### config.mk
export PLATFORM = sky130hd
export DESIGN_NAME = decode_stage
export DESIGN_NICKNAME = d
export VERILOG_FILES = /design/src/rtl/decode_stage.sv
export SDC_FILE = /design/constraint.sdc
export NUM_CORES = 1
export LEC_CHECK = 0
export ABC_CLOCK_PERIOD_IN_PS = 2800
export BUFFER_PORTS_ARGS = -buffer_cell sky130_fd_sc_hd__buf_2
export CELL_PAD_IN_SITES_DETAIL_PLACEMENT = 1
export CELL_PAD_IN_SITES_GLOBAL_PLACEMENT = 1
export CORE_MARGIN = 2
export CORE_UTILIZATION = 41
export CTS_BUF_LIST = sky130_fd_sc_hd__clkbuf_8
export DETAILED_ROUTE_END_ITERATION = 7
export GPL_TIMING_DRIVEN = 0
export HOLD_SLACK_MARGIN = 0.12
export PLACE_DENSITY = 0.95
export SLEW_MARGIN = 15
export SYNTH_ARGS = -nofsm -noshare
export SYNTH_HDL_FRONTEND = slang
export SYNTH_SLANG_ARGS = --single-unit
### constraint.sdc
create_clock -name clk -period 2.8 [get_ports clk]
set_clock_uncertainty 0.2 [all_clocks]
set_input_delay 0.14 -clock clk [delete_from_list [all_inputs] [get_ports clk]]
set_output_delay 0.14 -clock clk [all_outputs]
set_load 0.02 [all_outputs]
### src/rtl/decode_stage.sv
// decode_stage -- registered instruction-decode stage for the SIMD pipeline.
//
// Sits between fetch and register read. Each accepted instruction is decoded
// from its 4-bit opcode and held as a control bundle in one pipeline register,
// with valid/ready handshaking on both sides and a flush input.
//
// Optional feature (compile-time macro DECODE_SCOREBOARD_EN):
//   When defined, one busy counter is kept per register. A load leaving the
//   stage marks its destination busy for LOAD_LAT cycles. Issue stalls while
//   the incoming instruction's destination is busy, or is the destination of
//   a load currently held in the stage. When undefined, there is no stall
//   logic and LOAD_LAT has no effect.
//
// Parameters:
//   N        instruction width (>= 4 + REG_W + 1)
//   REG_W    register-address width (>= 2)
//   REG_SIZE immediate output width (field zero-extended or truncated)
//   LOAD_LAT cycles a load destination stays busy after leaving (>= 1)
//
// Ports:
//   clk, rst_n            clock, asynchronous active-low reset
//   in_valid/in_instr     incoming instruction; in_ready = accepted this cycle
//   flush                 drop the held and the incoming instruction
//   out_valid/out_ready   outgoing control bundle handshake
//   mem_write, write_reg_from, reg_to_write, immediate, write_mem_from,
//   reg_write_en_sc, reg_write_en_vec, pc_write_en, overwrite_nz, alu_opcode
//                         decoded control bundle (held while stalled)
module decode_stage #(
  parameter int N        = 24,
  parameter int REG_W    = 4,
  parameter int REG_SIZE = 16,
  parameter int LOAD_LAT = 3
) (
  input  logic                clk,
  input  logic                rst_n,
  input  logic                in_valid,
  input  logic [N-1:0]        in_instr,
  output logic                in_ready,
  input  logic                flush,
  output logic                out_valid,
  input  logic                out_ready,
  output logic                mem_write,
  output logic [1:0]          write_reg_from,
  output logic [REG_W-1:0]    reg_to_write,
  output logic [REG_SIZE-1:0] immediate,
  output logic                write_mem_from,
  output logic                reg_write_en_sc,
  output logic                reg_write_en_vec,
  output logic [2:0]          pc_write_en,
  output logic                overwrite_nz,
  output logic [2:0]          alu_opcode
);

  localparam int IMM_W = N - 4 - REG_W;

  typedef struct packed {
    logic                mem_write;
    logic [1:0]          write_reg_from;
    logic [REG_W-1:0]    reg_to_write;
    logic [REG_SIZE-1:0] immediate;
    logic                write_mem_from;
    logic                reg_write_en_sc;
    logic                reg_write_en_vec;
    logic [2:0]          pc_write_en;
    logic                overwrite_nz;
    logic [2:0]          alu_opcode;
    logic                is_load;
  } bundle_t;

  // Zero-extend or truncate the immediate field to REG_SIZE bits.
  function automatic logic [REG_SIZE-1:0] imm_fit(input logic [IMM_W-1:0] imm);
    logic [REG_SIZE+IMM_W-1:0] wide;
    wide = {{REG_SIZE{1'b0}}, imm};
    return wide[REG_SIZE-1:0];
  endfunction

  function automatic bundle_t decode(input logic [N-1:0] instr);
    bundle_t          b;
    logic [3:0]       op;
    logic [REG_W-1:0] rd;
    logic             regwe;
    logic             rd_hi;
    op    = instr[N-1 -: 4];
    rd    = instr[N-5 -: REG_W];
    regwe = ~op[3] | ((op[3:2] == 2'b11) & op[0]);
    // Registers whose top two address bits are zero live in the vector file.
    rd_hi = |rd[REG_W-1 -: 2];
    b.mem_write         = (op == 4'b1100);
    b.write_reg_from[0] = (op == 4'b0000) ? 1'b0 : ~op[3];
    b.write_reg_from[1] = (op[3:2] == 2'b10) | (op == 4'b0000);
    b.reg_to_write      = rd;
    b.immediate         = imm_fit(instr[IMM_W-1:0]);
    b.write_mem_from    = (op[3:1] == 3'b110);
    b.reg_write_en_sc   = regwe & rd_hi;
    b.reg_write_en_vec  = regwe & ~rd_hi;
    b.pc_write_en       = {op == 4'b1001, op == 4'b1000, op == 4'b1111};
    b.overwrite_nz      = ~op[3] & |op[2:0];
    b.alu_opcode        = op[2:0];
    b.is_load           = (op == 4'b1101) | (op == 4'b1111);
    return b;
  endfunction

  bundle_t bundle_p1;
  logic    vld_p1;
  logic    hazard;
  logic    xfer_in;

  assign in_ready = (~vld_p1 | out_ready) & ~hazard & ~flush;
  assign xfer_in  = in_valid & in_ready;

`ifdef DECODE_SCOREBOARD_EN
  localparam int BUSY_W = $clog2(LOAD_LAT + 1);

  logic [BUSY_W-1:0] busy [2**REG_W];
  logic [REG_W-1:0]  rd_in;
  logic              load_out;

  assign rd_in    = in_instr[N-5 -: REG_W];
  // Flush cancels the outgoing transfer, so a flushed load never marks busy.
  assign load_out = vld_p1 & out_ready & ~flush & bundle_p1.is_load;
  assign hazard   = in_valid & ((busy[rd_in] != '0) |
                    (vld_p1 & bundle_p1.is_load & (bundle_p1.reg_to_write == rd_in)));

  always_ff @(posedge clk or negedge rst_n) begin
    if (!rst_n) begin
      for (int i = 0; i < 2**REG_W; i++) busy[i] <= '0;
    end else begin
      for (int i = 0; i < 2**REG_W; i++) begin
        if (load_out && (bundle_p1.reg_to_write == REG_W'(i)))
          busy[i] <= BUSY_W'(LOAD_LAT);
        else if (busy[i] != '0)
          busy[i] <= busy[i] - 1'b1;
      end
    end
  end
`else
  logic unused_cfg;
  assign hazard     = 1'b0;
  assign unused_cfg = (LOAD_LAT != 0) ^ bundle_p1.is_load;
`endif

  // ---- stage p1: decoded control bundle register ----
  always_ff @(posedge clk or negedge rst_n) begin
    if (!rst_n) begin
      vld_p1    <= 1'b0;
      bundle_p1 <= '0;
    end else begin
      if (flush)
        vld_p1 <= 1'b0;
      else if (xfer_in)
        vld_p1 <= 1'b1;
      else if (out_ready)
        vld_p1 <= 1'b0;
      if (xfer_in)
        bundle_p1 <= decode(in_instr);
    end
  end

  assign out_valid        = vld_p1;
  assign mem_write        = bundle_p1.mem_write;
  assign write_reg_from   = bundle_p1.write_reg_from;
  assign reg_to_write     = bundle_p1.reg_to_write;
  assign immediate        = bundle_p1.immediate;
  assign write_mem_from   = bundle_p1.write_mem_from;
  assign reg_write_en_sc  = bundle_p1.reg_write_en_sc;
  assign reg_write_en_vec = bundle_p1.reg_write_en_vec;
  assign pc_write_en      = bundle_p1.pc_write_en;
  assign overwrite_nz     = bundle_p1.overwrite_nz;
  assign alu_opcode       = bundle_p1.alu_opcode;

endmodule
======== After elaboration in Yosys (flattened, before gate mapping) ========
Index checks and enable logic that the tools add are counted.
storage, ports and cells
  register bits ........................... 34
  logic and storage cells ................. 39
operators by class
  equal/unequal tests ..................... 7
  mux-type cells .......................... 4
  bitwise logic cells ..................... 13
  reduce and logical (&&, ||, !) cells .... 4
operators with widths
  kind                                  count
  4-bit == test, second input constant  4
  1-bit bitwise AND                     6
  2-bit == test, second input constant  2
  4-bit logical NOT                     1
  1-bit two-way mux                     4
  1-bit inverter                        4
  3-bit == test, second input constant  1
  1-bit bitwise OR                      3
  3-bit nonzero test                    1
  3-bit OR reduction                    1
  2-bit OR reduction                    1

======== Logic depth before layout (Yosys ltp) ========
  depth after elaboration ................. 6
  gate-level depth with buffers ........... 4
  depth with buffers taken out ............ 3

======== Worst setup path before layout ========
Ideal clock, no wire load.
  path type ............................... register -> register
  from .................................... register vld_p1 (netlist: out_valid)
  to ...................................... register bundle_p1 (netlist bit alu_opcode[2])
  setup time .............................. 125 ps
  arrival time ............................ 1,259 ps
  setup slack ............................. 1,216 ps
  stages on the path, launching flop included .. 5
  buffers on the path ..................... 1
  cell sequence ........................... dfrtp_1 > nor2b_4 > nor2_8 > buf_6 > mux2_4
between the ends
  word-level cells in the longest chain between the ends .. 4
RTL lines
  what                    line  source
  start, declared         104   logic vld_p1;
  start signal, assigned  145   vld_p1 <= 1'b0;
  start signal, assigned  149   vld_p1 <= 1'b0;
  start signal, assigned  151   vld_p1 <= 1'b1;
  1-bit inverter          108   assign in_ready = (~vld_p1 | out_ready) & ~hazard & ~flush;
  1-bit bitwise OR        108
  1-bit bitwise AND       108
  1-bit bitwise AND       109   assign xfer_in = in_valid & in_ready;
  end signal, assigned    155   bundle_p1 <= decode(in_instr);
  end, declared           103   bundle_t bundle_p1;
No other way between the ends.
A chain may end at the register's enable or synchronous reset.

======== Worst setup path in the final report ========
  from .................................... input flush
  to ...................................... register bundle_p1 (netlist bit overwrite_nz)
between the ends
  word-level cells in the longest chain between the ends .. 3
RTL lines
  what               line  source
  start, declared    39    input logic flush,
  1-bit inverter     108
  1-bit bitwise AND  108
  1-bit bitwise AND  109
No other way between the ends.

==> impl_metrics.env <==
export IMPL_fin_crit_sh=0.7608
export IMPL_fp_dieW_um=63.78
export IMPL_synth_top_area_frac=0.5807
export IMPL_setup_tns_ns=0
export IMPL_syn_nets=124
export IMPL_die_h_um=63.78
export IMPL_dr_pass1_iters=4
export IMPL_maxCapViolCount=0
export IMPL_clockRootBuffer="clkbuf_8"
export IMPL_synth_distinct_cells=18
export IMPL_coreArea_mm2=0.003390
export IMPL_fmax_mhz=469.4
export IMPL_fin_nets=225
export IMPL_rr_startpoint="out_valid"
export IMPL_syn_avg_cell_area_um2=15.42
export IMPL_rrSetupSlack_ns=0.86
export IMPL_antenna_found_initial=0
export IMPL_drv_slew=0
export IMPL_io_buffers=63
export IMPL_grt_overflow=0
export IMPL_ys_ff_latch=34
export IMPL_wl_mm=4.837
export IMPL_p_leak_nw=1.137
export IMPL_drive_gt1_frac=0.5330
export IMPL_drtIter0Drc=31
export IMPL_start_kind="input port"
export IMPL_holdPathEnd="write_reg_from[0]"
export IMPL_p_total_mw=1.460
export IMPL_setup_viol=0
export IMPL_post_cts_resized=0
export IMPL_grt_pass1_vias=1376
export IMPL_clkTransAtPathRegs_ns=0.07
export IMPL_yosysWarnings=0
export IMPL_synth_flop_cell="dfrtp_1"
export IMPL_p_per_area_mw_per_mm2=646.8
export IMPL_clockBufferDepth=2
export IMPL_synth_async_sr_flop_share=1.000
export IMPL_rsz0062_at_grt="false"
export IMPL_worst_endpoint_required_ns=2.76
export IMPL_fillers=356
export IMPL_synth_area_leaders="dfrtp_1 58%, mux2_4 20%, mux2_2 5.4%"
export IMPL_routabilityCongestion=0.7293
export IMPL_slew_headroom=0.5000
export IMPL_hold_path_class="in2reg"
export IMPL_synth_common_cells="34 x dfrtp_1, 20 x mux2_4, 7 x mux2_2"
export IMPL_grt_pass1_wl_mm=7.479
export IMPL_cp_max_fo=10
export IMPL_synthCells=95
export IMPL_die_area_mm2=0.004068
export IMPL_hold_violations=0
export IMPL_r2r_end="write_reg_from[1]"
export IMPL_min_from="in_valid"
export IMPL_avgViaCountPerCell=4.988
export IMPL_clock_latency_ns=0.29
export IMPL_tightest_slew_ns=0.7499
export IMPL_crit_arrival_ns=2.09
export IMPL_dp_final_hpwl_mm=2.736
export IMPL_endpoint_kind="flip-flop"
export IMPL_initial_core_util=0.4323
export IMPL_numCtsBuffers=5
export IMPL_synth_top_cell_by_area="dfrtp_1"
export IMPL_ant_nets=0
export IMPL_htreeDepth=2
export IMPL_vias=1212
export IMPL_grt_max_degree=35
export IMPL_seqCellArea_um2=850.8
export IMPL_rows=21
export IMPL_synth_edf_count=0
export IMPL_vdd_drop_max_uv=355.8
export IMPL_area_growth_pct=54.06
export IMPL_post_route_min_period_ns=2.130
export IMPL_r2r_cells=5
export IMPL_multi_input_area_um2=581.8
export IMPL_ios=64
export IMPL_wl_per_cell_um=19.91
export IMPL_hold_depth=4
export IMPL_post_route_drc_count=0
export IMPL_synth_seq_area_share=0.5807
export IMPL_cts_tree="yes"
export IMPL_yosysMostFrequentCell="dfrtp_1"
export IMPL_setup_worst_path_class="in2reg"
export IMPL_grt_usage=0.2553
export IMPL_run_status="completed"
export IMPL_netlist_area_mm2=0.001465
export IMPL_diodes=0
export IMPL_clkSinkCount=34
[through the flow]
step,util,instance area (um^2),setup slack (ns),cells,hold slack (ns)
after CTS,0.6659,2257,0.7701,243,0.1271
after global placement,0.5423,1838,1.253,204,0.02009
final,0.6659,2257,0.6697,243,0.1687
after global routing,0.6659,2257,0.5912,243,0.1801
after floorplan,-,1465,1.216,95,-0.3556
after detailed placement,0.5423,1838,1.213,204,0.04942
[registers in the layout (all words and copies together), names as in the netlist]
register          flops
immediate            16
reg_to_write          4
alu_opcode            3
pc_write_en           3
write_reg_from        2
mem_write             1
out_valid             1
overwrite_nz          1
reg_write_en_sc       1
reg_write_en_vec      1
write_mem_from        1
[power by group]
part           leakage [nW]  switching, mW  internal [mW]
Sequential            0.415         0.0459          0.563
Clock                0.0579          0.189          0.262
Combinational         0.664          0.212          0.188
Total                  1.14          0.447           1.01
[layer usage]
layer  GRT usage  routed length [um]  vias up
met2      0.4740                2694       56
met5           0                   0        -
met4      0.1359                 142        0
met3     0.04577                 221       12
li1            -                   -      540
met1      0.2710                1779      604
[cell usage in the layout (no fill, tap or decap), types with 2 or more instances in the layout]
cell type / instances
dlygate4sd3_1: 31
nor3_1: 3
buf_2: 65
o41ai_1: 4
mux2_4: 20
nand2_1: 2
buf_6: 2
clkinv_2: 2
clkbuf_8: 5
o21ai_0: 6
dfrtp_1: 34
nor2_1: 6
mux2_2: 7
nand2b_1: 2
[what timing repair did]
item	in CTS	in global routing
setup buffers	0	0
endpoints found under the setup margin	0	0
hold buffers	31	0
hold endpoints to repair	65	0
[critical path: stages]
cell and delay (ns):
dlygate4sd3_1 0.54, buf_2 0.15, nand2b_4 0.17, buf_2 0.20, o21ai_0 0.23, nand2b_1 0.08, dlygate4sd3_1 0.59
[cells by family (layout without fill, tap and decap cells)]
kind of cell | Yosys count | in the layout | share of synthesized area
AO/OA/AOI/OAI | 11 | 11 | 0.04953
buffers and inverters | 4 | 106 | 0.02220
flip-flops | 34 | 34 | 0.5807
multiplexers | 27 | 27 | 0.2588
AND/OR/NAND/NOR | 19 | 19 | 0.08881
[area by class of cell]
| class | instances | share of cell area |
|---|---|---|
| plain buffers | 4 | 0.01441 |
| clock buffers | 5 | 0.03049 |
| clock inverters | 3 | 0.01774 |
| multi-input cells | 57 | 0.2578 |
| flip-flops and latches | 34 | 0.3769 |
| well taps | 46 | 0.02550 |
| repair buffers | 94 | 0.2772 |
[worst max path at each step]
stage / from / end / slack (ns) / cells past startpoint
2_1_floorplan: out_valid / alu_opcode[2] / 1.22 / 4
4_1_cts: flush / pc_write_en[0] / 0.77 / 6
3_3_place_gp: out_valid / immediate[1] / 1.25 / 4
5_1_grt: flush / pc_write_en[0] / 0.59 / 6
6_report: flush / overwrite_nz / 0.67 / 7
3_5_place_dp: out_valid / reg_to_write[0] / 1.21 / 4
(Power assumes the default switching activity.)
